File: config.mk
export PLATFORM = sky130hd
export DESIGN_NAME = frame_scheduler
export DESIGN_NICKNAME = d
export VERILOG_FILES = /design/src/rtl/tetris_video_pkg.sv /design/src/rtl/frame_tick_gen.sv /design/src/rtl/frame_scheduler.sv
export SDC_FILE = /design/constraint.sdc
export NUM_CORES = 1
export LEC_CHECK = 0
export BUFFER_PORTS_ARGS = -buffer_cell sky130_fd_sc_hd__buf_2
export CAP_MARGIN = 20
export CELL_PAD_IN_SITES_DETAIL_PLACEMENT = 1
export CELL_PAD_IN_SITES_GLOBAL_PLACEMENT = 2
export CORE_MARGIN = 8
export CORE_UTILIZATION = 30
export CTS_CLUSTER_SIZE = 10
export DETAILED_ROUTE_END_ITERATION = 7
export PLACE_DENSITY = 0.77
export SLEW_MARGIN = 20
export SYNTH_ARGS = -nofsm -noshare
export SYNTH_HDL_FRONTEND = slang
export SYNTH_SLANG_ARGS = --single-unit
File: constraint.sdc
create_clock -name pixclk -period 2.5 [get_ports pixclk]
set_input_delay 0.375 -clock pixclk [delete_from_list [all_inputs] [get_ports pixclk]]
set_output_delay 0.375 -clock pixclk [all_outputs]
set_load 0.01 [all_outputs]
File: src/rtl/tetris_video_pkg.sv
// Shared types and constants for the Tetris video path: scheduler state
// encoding, default RAM widths and the board geometry the renderer walks.
package tetris_video_pkg;

    localparam int ADDR_W_DEFAULT = 8;
    localparam int DATA_W_DEFAULT = 4;

    localparam int BOARD_COLS  = 10;
    localparam int BOARD_ROWS  = 20;
    localparam int BOARD_CELLS = BOARD_COLS * BOARD_ROWS;

    typedef enum logic [1:0] {
        S_SCAN   = 2'd0,
        S_UPDATE = 2'd1,
        S_LOCK   = 2'd2
    } sched_state_t;

endpackage

File: src/rtl/frame_tick_gen.sv
// Detects the falling edge of vsync, emits a registered frame_start pulse
// and a gravity tick every max(speed_div,1) unpaused frames.
module frame_tick_gen #(
    parameter int DIV_W = 5
) (
    input  logic             pixclk,
    input  logic             reset,
    input  logic             vsync,
    input  logic [DIV_W-1:0] speed_div,
    input  logic             pause,
    output logic             vs_q,
    output logic             vs_fall,
    output logic             frame_start,
    output logic             tick
);

    logic [DIV_W-1:0] frame_cnt;
    logic [DIV_W-1:0] last_cnt;

    assign vs_fall  = vs_q & ~vsync;
    // A divider of 0 behaves like 1, so the last count is 0 in both cases.
    assign last_cnt = (speed_div == '0) ? '0 : speed_div - DIV_W'(1);

    always_ff @(posedge pixclk or negedge reset) begin
        if (!reset) begin
            vs_q        <= 1'b1;
            frame_start <= 1'b0;
            tick        <= 1'b0;
            frame_cnt   <= '0;
        end else begin
            vs_q        <= vsync;
            frame_start <= vs_fall;
            tick        <= 1'b0;
            // Using >= lets a lowered divider fire on the very next frame.
            if (vs_fall && !pause) begin
                if (frame_cnt >= last_cnt) begin
                    tick      <= 1'b1;
                    frame_cnt <= '0;
                end else begin
                    frame_cnt <= frame_cnt + DIV_W'(1);
                end
            end
        end
    end

endmodule

File: src/rtl/frame_scheduler.sv
// Arbitrates the single-port board RAM between the renderer and game logic,
// opening one bounded game-logic window per vertical blank.
module frame_scheduler
    import tetris_video_pkg::*;
#(
    parameter int ADDR_W     = ADDR_W_DEFAULT,
    parameter int DATA_W     = DATA_W_DEFAULT,
    parameter int UPD_CYCLES = 256,
    parameter int DIV_W      = 5
) (
    input  logic              pixclk,
    input  logic              reset,
    input  logic              vde,
    input  logic [1:0]        cd,
    input  logic [DIV_W-1:0]  speed_div,
    input  logic              pause,
    input  logic              rd_req,
    input  logic [ADDR_W-1:0] rd_addr,
    input  logic              gl_req,
    input  logic              gl_we,
    input  logic [ADDR_W-1:0] gl_addr,
    input  logic [DATA_W-1:0] gl_wdata,
    output logic              gl_gnt,
    output logic              rd_valid,
    output logic [ADDR_W-1:0] mem_addr,
    output logic              mem_we,
    output logic [DATA_W-1:0] mem_wdata,
    output logic              frame_start,
    output logic              tick,
    output logic              upd_window
);

    localparam int WIN_W = $clog2(UPD_CYCLES + 1);

    sched_state_t     state;
    sched_state_t     state_nxt;
    logic [WIN_W-1:0] win_cnt;
    logic             vs_q;
    logic             vs_fall;
    logic             rd_served;
    logic             rd_pend;
    // hsync plays no part in scheduling; only vsync marks frames.
    logic             hsync_unused;

    assign hsync_unused = cd[0];

    frame_tick_gen #(
        .DIV_W (DIV_W)
    ) u_tick (
        .pixclk      (pixclk),
        .reset       (reset),
        .vsync       (cd[1]),
        .speed_div   (speed_div),
        .pause       (pause),
        .vs_q        (vs_q),
        .vs_fall     (vs_fall),
        .frame_start (frame_start),
        .tick        (tick)
    );

    assign gl_gnt     = gl_req & (state == S_UPDATE) & ~vde & (win_cnt != '0);
    assign rd_served  = rd_req & ~gl_gnt;
    assign upd_window = (state == S_UPDATE);

    always_ff @(posedge pixclk or negedge reset) begin
        if (!reset) begin
            state <= S_SCAN;
        end else begin
            state <= state_nxt;
        end
    end

    // S_LOCK holds until active video resumes so one blank never gets two windows.
    always_comb begin
        state_nxt = state;
        case (state)
            S_SCAN: begin
                if (vs_fall) state_nxt = S_UPDATE;
            end
            S_UPDATE: begin
                if (vde) begin
                    state_nxt = S_LOCK;
                end else if (gl_gnt && (win_cnt == WIN_W'(1))) begin
                    state_nxt = S_LOCK;
                end
            end
            S_LOCK: begin
                if (vs_q && vde) state_nxt = S_SCAN;
            end
            default: state_nxt = S_SCAN;
        endcase
    end

    always_ff @(posedge pixclk or negedge reset) begin
        if (!reset) begin
            win_cnt <= '0;
        end else if ((state == S_SCAN) && vs_fall) begin
            win_cnt <= WIN_W'(UPD_CYCLES);
        end else if (gl_gnt) begin
            win_cnt <= win_cnt - WIN_W'(1);
        end
    end

    // Granted game-logic access beats the renderer; a starved read gets no rd_valid.
    always_ff @(posedge pixclk or negedge reset) begin
        if (!reset) begin
            mem_addr  <= '0;
            mem_we    <= 1'b0;
            mem_wdata <= '0;
            rd_pend   <= 1'b0;
            rd_valid  <= 1'b0;
        end else begin
            rd_pend  <= rd_served;
            rd_valid <= rd_pend;
            if (gl_gnt) begin
                mem_addr  <= gl_addr;
                mem_we    <= gl_we;
                mem_wdata <= gl_wdata;
            end else begin
                mem_we <= 1'b0;
                if (rd_req) mem_addr <= rd_addr;
            end
        end
    end

endmodule

# == Word-level counts from Yosys, hierarchy flattened ==
# Cells that the tools add are included.
# totals
out_inout_bits,18
register_bits,34
wordCells,54
# op_classes
reduce_logical,11
muxes,14
add_sub_neg,3
bitwise,8
n_eq_ne,6
magnitude_cmp,1
# ops
op,count
$mux 9,2
$mux 8,2
$mux 5,2
$eq 9x1->1 const B,1
$reduce_bool 9->1,1
$sub 9x1->9 const B,1
$mux 2,4
$pmux 2 s3,1
$add 5x1->5 const B,1
$and 1x1->1,5
$ge 5x5->1,1
$logic_not 5->1,1
$sub 5x1->5 const B,1
$logic_and 1x1->1,4
$reduce_bool 2->1,2
$mux 1,3
$ne 3x2->1 const B,1
$not 1->1,3
$reduce_and 3->1,1
$eq 2x1->1 const B,1
$eq 2x2->1 const B,1
$logic_not 2->1,1
$ne 2x1->1 const B,1
$ne 2x2->1 const B,1
$logic_not 1->1,1

# == Depth between registers and ports, before layout ==
# Gate-level depths: netlist of the first run.
# depth
word_depth,8
ltp_mapped,11
depth_no_buf,11

# == Cells and area by module ==
# A second synthesis of the first run with hierarchy kept.
# hier_totals
cells_unflattened,176
hier_area_um2,1825.5
# by_module_without_submodules
module,seq_area_each_um2,instances,cells_each,area_per_inst_um2
frame_scheduler,650.6,1,119,1268.7
frame_tick_gen,201.4,1,57,556.8

# == Least setup slack after synthesis of the first run ==
# Ideal clock, no wire load.
# synth_path
path_type,input -> register
startpoint,input speed_div[0]
endpoint,register u_tick.tick
required_time_ps,2381
arrival_ps,2278
cell_stages,10
path_buffers,0
slack_ps,102
setup_ps,119
path_cell_list,inv_1 -> ha_1 -> nand2b_1 -> nor3_1 -> nor2_1 -> ha_1 -> nand2b_1 -> a2111oi_0 -> o21ai_0 -> and2_1
# synth_between
elab_chain_cells,5
elab_cells_between_ends,6
cone_classes,add/sub: 1; order compare: 1; mux: 3; reduce/logical: 1
# synth_lines
element,line,source
"start, declared",frame_scheduler.sv:15,"input logic [DIV_W-1:0] speed_div,"
$sub 5x1->5 / $logic_not 5->1 (equally long branches),frame_tick_gen.sv:22,assign last_cnt = (speed_div == '0) ? '0 : speed_div - DIV_W'(1);
$mux 5 *,frame_tick_gen.sv:22,
$ge 5x5->1 *,frame_tick_gen.sv:36,if (frame_cnt >= last_cnt) begin
$mux 1 *,frame_tick_gen.sv:36,
$mux 1 *,frame_tick_gen.sv:35,if (vs_fall && !pause) begin
"end signal, assigned",frame_tick_gen.sv:28,tick <= 1'b0;
"end signal, assigned",frame_tick_gen.sv:33,tick <= 1'b0;
"end signal, assigned",frame_tick_gen.sv:37,tick <= 1'b1;
"end, declared",frame_tick_gen.sv:14,output logic tick
# Mark *: on every way between the ends. The rest lies on a longest branch, timed or not.
# A chain may end at the register's enable or synchronous reset.

# == Worst setup path after layout of the first run ==
# layout_path
startpoint,register win_cnt[1]
endpoint,output gl_gnt
# layout_between
elab_chain_cells,2
# layout_lines
element,line,source
"start, declared",frame_scheduler.sv:37,logic [WIN_W-1:0] win_cnt;
"start signal, assigned",frame_scheduler.sv:98,win_cnt <= WIN_W'(UPD_CYCLES);
"start signal, assigned",frame_scheduler.sv:100,win_cnt <= win_cnt - WIN_W'(1);
$reduce_bool 9->1,frame_scheduler.sv:61,assign gl_gnt = gl_req & (state == S_UPDATE) & ~vde & (win_cnt != '0);
$and 1x1->1,frame_scheduler.sv:61,
"end, declared",frame_scheduler.sv:23,"output logic gl_gnt,"
# Every way passes these cells.

==> results.yml, run 1 <==
synthesis:
  synthTopCellsByArea: "dfrtp_1, ha_1, nand2_1, mux2i_1, o21ai_0"
  synth_edf_count: 0
  syn_area_per_cell_um2: 9.51
  seq_area_frac_synth_pct: 48.4
  yosys.cell_types.count: 35
  synth_flop_cell: "dfrtp_1"
  async_reset_ff_share_pct: 100
  synth_nets: 230
  netlist.area_leader.share_pct: 46.9
  ys_warn_count: 0
  yosys.area.top_type: "dfrtp_1"
  syn_inst: 185
  syn-cell-area_um2: 1760
  ys_seq_elements: 34
placed_design:
  port_buffers: 50
  dp_hpwl_um: 3520
  gp_congestion: 0.704
  place_area_um2: 2160
  dp_cells: 314
floorplan:
  start_util_pct: 30.4
  die_w_um: 92.6
  core-area_um2: 5780
  num_io_pins: 52
  num_rows: 28
  die_h_um: 92.6
  dieArea_um2: 8570
sta:
  setup-violations-final: 0
  fmax_mhz: 427
  whs_ns: 0.171
  rsz0062_at_grt: "false"
  period_minus_slack_ns: 2.34
  slew_violations: 0
  skew_ns: 0.00806
  worst_pin_slew_ns: 0.787
  hold_violations: 0
  timing.final.crit_share_pct: 93.6
  slew_headroom_pct: 47.5
clocking:
  cts_tree: "built"
  root_buffer: "clkbuf_8"
  cts_buffers: 5
  cts_htree_levels: 2
  cts.sink_count: 34
  cts_setup_buffers: 0
  clk_latency_ns: 0.29
  clk_pin_slew_ns: 0.06
  cts.path.max_buffers: 2
grt:
  grt_pass1_wl_um: 7900
  antenna_found_initial: 0
  first_global_vias: 1584
  grt_max_degree: 35
  grt-ovfl-total: 0
  track_usage_pct: 11.4
cells_and_area:
  final_area_um2: 2240
  antenna_cells: 0
  drive_gt1_share_pct: 30.1
  fin_cells: 321
  finalNetCount: 291
  final_util_pct: 38.7
  syn_to_final_growth_pct: 27.3
critical_path:
  crit_path_max_incr_delay_ns: 0.62
  cpMaxStageDelayCell: "or4b_2"
  cp.required_ns: 2.12
  crit_arrival_ns: 1.97
  worstSetupPathType: "reg2out"
  cp-start-kind: "register"
  crit_chain: "inv_2, ha_1, or4b_2, o21ai_2, inv_1, buf_2"
  end_kind: "output pin"
  crit_fanout: 4
routing:
  ant_nets: 0
  viasPerCell: 4.81
  wire_per_inst_um: 14.3
  drt_iter0_drc: 58
  first_pass_iters: 4
  drc: 0
  routed_wl_um: 4580
  vias: 1544
job:
  drv_cap: 0
outcome:
  outcome: "finished, final reports clean"
hold_path:
  hold_class: "in2async"
pwr:
  p_leak_nw: 1.11
  powerDensity_nw_per_um2: 874
  peakVddDrop_v: 0.000305
cells by family after synthesis:
| kind of cell | share of synthesized area, % |
|---|---|
| compound gates | 12.3 |
| fa+ha+maj | 7.82 |
| buf+inv | 3.91 |
| flops | 48.4 |
| mux | 5.69 |
| simple gates | 21.8 |
report_power, final:
group | total (mW) | switching, mW | internal, mW
Combinational | 0.700 | 0.382 | 0.318
Clock | 0.384 | 0.193 | 0.192
Sequential | 0.873 | 0.151 | 0.722
layer usage:
layer,vias up,track usage (%),share of wire (%)
met2,44,15.8,42
met3,7,5.50,9.0
met4,0,4.03,1.3
met5,-,0,0
li1,772,-,-
met1,721,15.1,48
sequential cells by signal, indices dropped and copies added, names as in the netlist:
signal              count
mem_we                  1
mem_wdata               4
mem_addr                8
u_tick.frame_cnt        5
u_tick.frame_start      1
win_cnt                 9
u_tick.vs_q             1
rd_valid                1
rd_pend                 1
state                   2
u_tick.tick             1
timing repair:
item | 4_1_cts | 5_1_grt
gates resized for setup | 0 | 3
hold buffers | 0 | 0
setup endpoints to repair | 0 | 5
Yosys cell counts, drive strengths merged, types with 4 or more instances:
master,n
mux2i,10
nand3,8
o21ai,20
a21oi,4
inv,11
dfrtp,33
ha,11
nor2,5
clkbuf,6
nor3,7
o211ai,4
nand2,33
placed cells by master (no fill, tap or decap), drive strengths merged, types with 4 or more instances in the layout:
master,Yosys,final
buf,1,61
nand2,33,33
dfrtp,33,33
o21ai,20,20
ha,11,11
inv,11,11
mux2i,10,10
nand3,8,8
nor3,7,7
clkbuf,6,7
nor2,5,5
a21oi,4,4
o211ai,4,4
through the flow:
stage,setup TNS [ns],power [mW],worst slack (ns)
floorplan,0,1.28,0.102
global placement,-0.0594,1.56,-0.0453
detailed placement,-0.462,1.59,-0.123
CTS,0,1.99,0.0716
global route,0,2.14,0.0203
finish,0,1.96,0.159
critical path, delay by kind of cell (launching register included):
| kind | cells | cell delay (ns) |
|---|---|---|
| and+or+nand+nor | 1 | 0.62 |
| DFF | 1 | 0.42 |
| AOI/OAI and AO/OA | 1 | 0.15 |
| buffers and inverters | 3 | 0.34 |
| adders and majority gates | 1 | 0.15 |
path summary, 6_finish.rpt:
check | cells after the start | to | slack, ns | startpoint
min in group pixclk | 1 | u_tick.vs_q | 0.21 | cd[1]
worst min-delay path | 1 | mem_wdata[0] | 0.17 | reset
max in group asynchronous | 1 | state[1] | 1.83 | reset
worst min register to register | 0 | rd_valid | 0.35 | rd_pend
worst max-delay path | 6 | gl_gnt | 0.16 | win_cnt[1]
worst max register to register | 4 | win_cnt[7] | 0.30 | win_cnt[3]
final cells by class:
cell class	count	area, um^2
inverter	11	41.3
sequential	34	852
fill	710	3540
clock buffer	7	76.3
tap	75	93.8
multi-input combinational	133	843
timing repair buffer	61	333
No activity file was read; power rests on OpenSTA's default activity.
==> run 2, diff against run 1 <==
--- a/config.mk
+++ b/config.mk
@@ -7,7 +7,7 @@
 export LEC_CHECK = 0
 export BUFFER_PORTS_ARGS = -buffer_cell sky130_fd_sc_hd__buf_2
 export CAP_MARGIN = 20
-export CELL_PAD_IN_SITES_DETAIL_PLACEMENT = 1
+export CELL_PAD_IN_SITES_DETAIL_PLACEMENT = 2
 export CELL_PAD_IN_SITES_GLOBAL_PLACEMENT = 2
 export CORE_MARGIN = 8
 export CORE_UTILIZATION = 30
==> run 2 against run 1 <==
Against the previous run: wire length grew 12%; maximum frequency grew 1.0%; power grew 7.6%; clock skew grew 0.0028 ns; global-route usage grew 1.4 points; combinational power grew 4.1%; critical path type unchanged; largest power group unchanged; highest routed layer unchanged.
==> results.yml, run 2 (same netlist as run 1, synthesis figures left out) <==
outcome:
  outcome: "finished, final reports clean"
job:
  drv_cap: 0
cells_and_area:
  drive_gt1_share_pct: 31.6
  finalNetCount: 291
  antenna_cells: 0
  syn_to_final_growth_pct: 29.4
  final_util_pct: 39.4
  mostFrequentLayoutCell: "buf_2"
  largest_registers: "win_cnt (9), mem_addr (8), u_tick.frame_cnt (5)"
  largest_register_ffs: 9
  fillers: 688
  final_area_um2: 2280
  regMostFlops: "win_cnt"
  layout_common_cells: "buf_2, nand2_1, dfrtp_1"
critical_path:
  worstSetupPathType: "reg2out"
  end_kind: "output pin"
  cp-start-kind: "register"
  cp.required_ns: 2.12
  crit_arrival_ns: 1.94
  crit_fanout: 4
pwr:
  peakVddDrop_v: 0.000303
  p_leak_nw: 1.13
  powerDensity_nw_per_um2: 925
  total_power_mw: 2.11
grt:
  grt_pass1_wl_um: 8880
  antenna_found_initial: 0
  track_usage_pct: 12.9
  grt_use_met2_pct: 20.9
  first_global_vias: 1844
  use_met3_pct: 5.42
  grtUsageMet1_pct: 15.1
  grt-ovfl-total: 0
  top_usage_layer: "met2"
  grt_max_degree: 35
clocking:
  root_buffer: "clkbuf_8"
  cts.sink_count: 34
  clk_pin_slew_ns: 0.08
  cts_tree: "built"
  cts_htree_levels: 2
  clk_latency_ns: 0.29
  cts_buffers: 5
  cts.path.max_buffers: 2
sta:
  setup_tns_ns: 0
  fmax_mhz: 432
  rsz0062_at_grt: "false"
  timing.final.crit_share_pct: 92.7
  slew_violations: 0
  hold_violations: 0
  skew_ns: 0.0109
  setup-violations-final: 0
  period_minus_slack_ns: 2.32
  slew_headroom_pct: 47.5
  worst_pin_slew_ns: 0.788
floorplan:
  dieArea_um2: 8570
  core-area_um2: 5780
  die_w_um: 92.6
  start_util_pct: 30.4
  num_rows: 28
  die_h_um: 92.6
  num_io_pins: 52
routing:
  ant_nets: 0
  first_pass_iters: 4
  drt_iter0_drc: 31
  routed_wl_um: 5140
  wire_per_inst_um: 16.0
  drc: 0
  viasPerCell: 4.86
  vias: 1564
placed_design:
  port_buffers: 50
  gp_congestion: 0.704
  dp_hpwl_um: 4030
  place_area_um2: 2160
hold_path:
  hold_class: "in2async"
==> run 2: cell types whose count changed in the layout (fill, tap and decap cells not counted) <==
cell / previous run / this run
a2111oi_2: 0 / 1
a2111oi_1: 1 / 0
clkbuf_1: 2 / 0
clkinv_2: 0 / 2
bufinv_16: 0 / 1
==> run 2: cell type report <==
| cell class | instances | area [um^2] | share of cell area [%] |
|---|---|---|---|
| multi-input combinational | 133 | 848 | 37.3 |
| clock inverter | 3 | 40.0 | 1.76 |
| timing repair buffer | 61 | 333 | 14.6 |
| tap | 75 | 93.8 | 4.12 |
| inverter | 11 | 41.3 | 1.81 |
| clock buffer | 5 | 68.8 | 3.02 |
| sequential | 34 | 852 | 37.4 |
==> run 2: path summary, 6_finish.rpt <==
check	startpoint	to	slack, ns	cells past startpoint
worst max register to register	win_cnt[3]	win_cnt[7]	0.29	4
worst max-delay path	win_cnt[1]	gl_gnt	0.18	6
min in group pixclk	cd[1]	u_tick.vs_q	0.21	1
max in group asynchronous	reset	mem_wdata[3]	1.83	1
worst min-delay path	reset	mem_wdata[2]	0.17	1
worst min register to register	rd_pend	rd_valid	0.37	0
==> run 2: what timing repair did <==
item,in CTS,in global routing
endpoints found under the setup margin,1,2
buffers inserted,0,0
hold buffers,0,0
resized for setup,1,3
gates cloned,0,0
==> run 2: worst max-delay path: stages (launching register included) <==
cell     delay [ns]
dfrtp_1        0.42
inv_2          0.09
ha_1           0.15
or4b_2         0.62
o21ai_2        0.15
inv_1          0.09
buf_2          0.15
==> run 2: per-stage QoR <==
stage | hold slack [ns] | worst slack [ns] | cells
6_report | 0.172 | 0.183 | 322
5_1_grt | 0.210 | 0.0236 | 322
4_1_cts | 0.197 | 0.0767 | 322
3_5_place_dp | 0.360 | -0.301 | 314
3_3_place_gp | 0.336 | -0.0453 | 314
2_1_floorplan | 0.0794 | 0.102 | 185
==> run 2: power by group <==
part	internal, mW	leakage, nW	switching, mW	total [mW]
logic	0.324	0.654	0.404	0.729
clock network	0.293	0.0579	0.207	0.500
registers	0.721	0.418	0.156	0.877
total	1.34	1.13	0.767	2.11
==> run 2: metal layers <==
layer,vias up,share of wire (%)
met5,-,0
met4,0,0.60
met3,4,8.3
met2,43,47
met1,750,44
li1,767,-
==> run 3, diff against run 2 <==
--- a/config.mk
+++ b/config.mk
@@ -10,11 +10,13 @@
 export CELL_PAD_IN_SITES_DETAIL_PLACEMENT = 2
 export CELL_PAD_IN_SITES_GLOBAL_PLACEMENT = 2
 export CORE_MARGIN = 8
-export CORE_UTILIZATION = 30
+export CORE_UTILIZATION = 33
+export CTS_BUF_LIST = sky130_fd_sc_hd__clkbuf_8
 export CTS_CLUSTER_SIZE = 10
 export DETAILED_ROUTE_END_ITERATION = 7
-export PLACE_DENSITY = 0.77
+export PLACE_DENSITY = 0.81
 export SLEW_MARGIN = 20
 export SYNTH_ARGS = -nofsm -noshare
 export SYNTH_HDL_FRONTEND = slang
+export SYNTH_HIERARCHICAL = 1
 export SYNTH_SLANG_ARGS = --single-unit
==> run 3 against run 2 <==
Against the previous run: combinational power barely moved; sequential power fell by 1%; power rose by 0.50%; largest cell class is now multi-input combinational cells; highest routed layer unchanged.
==> results.yml, run 3 <==
synthesis:
  seq_area_frac_synth_pct: 46.7
  async_reset_ff_share_pct: 100
  ys_warn_count: 6
  synth_flop_cell: "dfrtp_1"
  syn-cell-area_um2: 1830
  synth_edf_count: 0
  syn_inst: 176
  ys_top_cells_by_count: "dfrtp_1, nor2_1, a21oi_1"
  yosys.cell_types.count: 39
  yosys.area.top_type: "dfrtp_1"
  ys_seq_elements: 34
  synth_nets: 221
  netlist.area_leader.share_pct: 45.2
  synthTopCellsByArea: "dfrtp_1, ha_1, mux2i_1, nor2_1, a21oi_1"
  syn_area_per_cell_um2: 10.4
  yosysMostFrequentCell: "dfrtp_1"
critical_path:
  cp.required_ns: 2.12
  crit_path_max_incr_delay_ns: 0.61
  end_kind: "output pin"
  crit_fanout: 6
  worst-path-buf-inv: 2
  crit_chain: "or4_4, o31ai_4, inv_1, buf_2"
  cpMaxStageDelayCell: "or4_4"
  cp-start-kind: "register"
  crit_arrival_ns: 1.96
  critPathTopFamily: "simple AND/OR/NAND/NOR gates"
  worstSetupPathType: "reg2out"
floorplan:
  die_w_um: 90.4
  dieArea_um2: 8170
  num_rows: 27
  num_io_pins: 52
  die_h_um: 90.4
  core-area_um2: 5440
  start_util_pct: 33.6
outcome:
  outcome: "finished, final reports clean"
sta:
  slew_headroom_pct: 47.9
  setup_tns_ns: 0
  period_minus_slack_ns: 2.34
  skew_ns: 0.00963
  hold_violations: 0
  rsz0062_at_grt: "false"
  timing.final.crit_share_pct: 93.6
  setup-violations-final: 0
  fmax_mhz: 427
  slew_violations: 0
  worst_pin_slew_ns: 0.781
cells_and_area:
  regArea_um2: 852
  fillers: 605
  antenna_cells: 0
  multiInputGateArea_um2: 927
  layout_common_cells: "buf_2, dfrtp_1, nor2_1"
  syn_to_final_growth_pct: 26.0
  largest_registers: "win_cnt (9), mem_addr (8), u_tick/frame_cnt (5)"
  mostFrequentLayoutCell: "buf_2"
  largest_register_ffs: 9
  finalNetCount: 280
  regMostFlops: "win_cnt"
  drive_gt1_share_pct: 33.9
pwr:
  p_leak_nw: 1.13
  peakVddDrop_v: 0.000383
  powerDensity_nw_per_um2: 920
  total_power_mw: 2.12
placed_design:
  port_buffers: 50
  dp_hpwl_um: 3870
  gp_congestion: 0.716
grt:
  use_met3_pct: 4.66
  track_usage_pct: 12.6
  grt_pass1_wl_um: 8340
  first_global_vias: 1696
  grt_use_met2_pct: 22.5
  antenna_found_initial: 0
  grt-ovfl-total: 0
  top_usage_layer: "met2"
  grtUsageMet1_pct: 13.6
  grt_max_degree: 35
routing:
  vias: 1556
  drt_iter0_drc: 37
  drc: 0
  wire_per_inst_um: 17.0
  first_pass_iters: 3
  routed_wl_um: 5250
  ant_nets: 0
  viasPerCell: 5.05
clocking:
  cts.path.max_buffers: 2
  cts_buffers: 5
  clk_pin_slew_ns: 0.08
  clk_latency_ns: 0.29
  cts.sink_count: 34
  cts_hold_buf: 0
  root_buffer: "clkbuf_8"
  cts_htree_levels: 2
  cts_tree: "built"
hold_path:
  hold_class: "in2async"
job:
  drv_cap: 0
## run 3: cell types whose count changed after synthesis, moves of 6 or more
| cell | previous run | this run |
|---|---|---|
| a21oi_1 | 4 | 13 |
| nand2_1 | 33 | 11 |
| nand3_1 | 8 | 2 |
| nor2_1 | 5 | 18 |
| nor2b_1 | 1 | 7 |
| o21ai_0 | 19 | 7 |
## run 3: worst reg2reg max path: cells and delay by family, from the launching register on
kind	cells	cell delay [ns]
AOI/OAI and AO/OA	1	0.39
buffers and inverters	2	0.28
DFF	1	0.42
muxes	1	0.34
and+or+nand+nor	1	0.61
## run 3: worst paths after layout
check                            from                  to  slack, ns  depth (start not counted)
max                        win_cnt[6]              gl_gnt       0.16                          4
min                             reset         mem_addr[2]       0.16                          1
max reg2reg                win_cnt[6]        mem_wdata[3]       0.35                          5
min reg2reg                   rd_pend            rd_valid       0.35                          0
max in group asynchronous       reset  u_tick/frame_start       1.84                          1
min in group pixclk             cd[1]         u_tick/vs_q       0.20                          1
## run 3: final cells by class
class                   count  share of cell area, %
multi-input cells         132                   40.3
flip-flops and latches     34                   37.0
repair buffers             56                   12.8
well taps                  72                   3.92
clock buffers               5                   2.99
clock inverters             3                   1.96
inverters                   6                  0.979
## run 3: cell families (layout without fill, tap and decap cells)
logic type               Yosys count  count (layout)  synth area share (%)
flip-flops                        34              34                  46.7
adder cells (fa/ha/maj)           11              11                  7.54
buffers and inverters             10              70                  2.74
XOR/XNOR                           2               2                 0.960
AO/OA/AOI/OAI                     31              31                  11.1
AND/OR/NAND/NOR                   72              72                  21.9
multiplexers                      16              16                  9.12
## run 3: routing by layer
| layer | vias up | share of wire (%) |
|---|---|---|
| met2 | 35 | 52 |
| met4 | 0 | 1.3 |
| li1 | 740 | - |
| met1 | 775 | 41 |
| met5 | - | 0 |
| met3 | 6 | 5.6 |
## run 3: power breakdown
group          leakage (nW)  switching (mW)  total [mW]  internal [mW]
Sequential            0.424           0.157       0.867          0.709
Combinational         0.657           0.402       0.731          0.329
Clock                0.0504           0.221       0.518          0.297
## run 3: what timing repair did
action	4_1_cts	5_1_grt
buffers inserted	0	5
pin swaps	1	1
setup endpoints to repair	1	1
gates resized for setup	0	1
## run 3: stage by stage
stage	cells	area (um^2)	utilization, %	hold WS [ns]	worst slack [ns]
after global placement	295	2150	39.5	0.334	0.0387
after global routing	308	2300	42.3	0.186	0.0997
after detailed placement	295	2150	39.5	0.346	0.00912
after CTS	303	2260	41.5	0.186	0.0448
final	308	2300	42.3	0.162	0.160
after floorplan	176	1830	-	0.0794	0.345
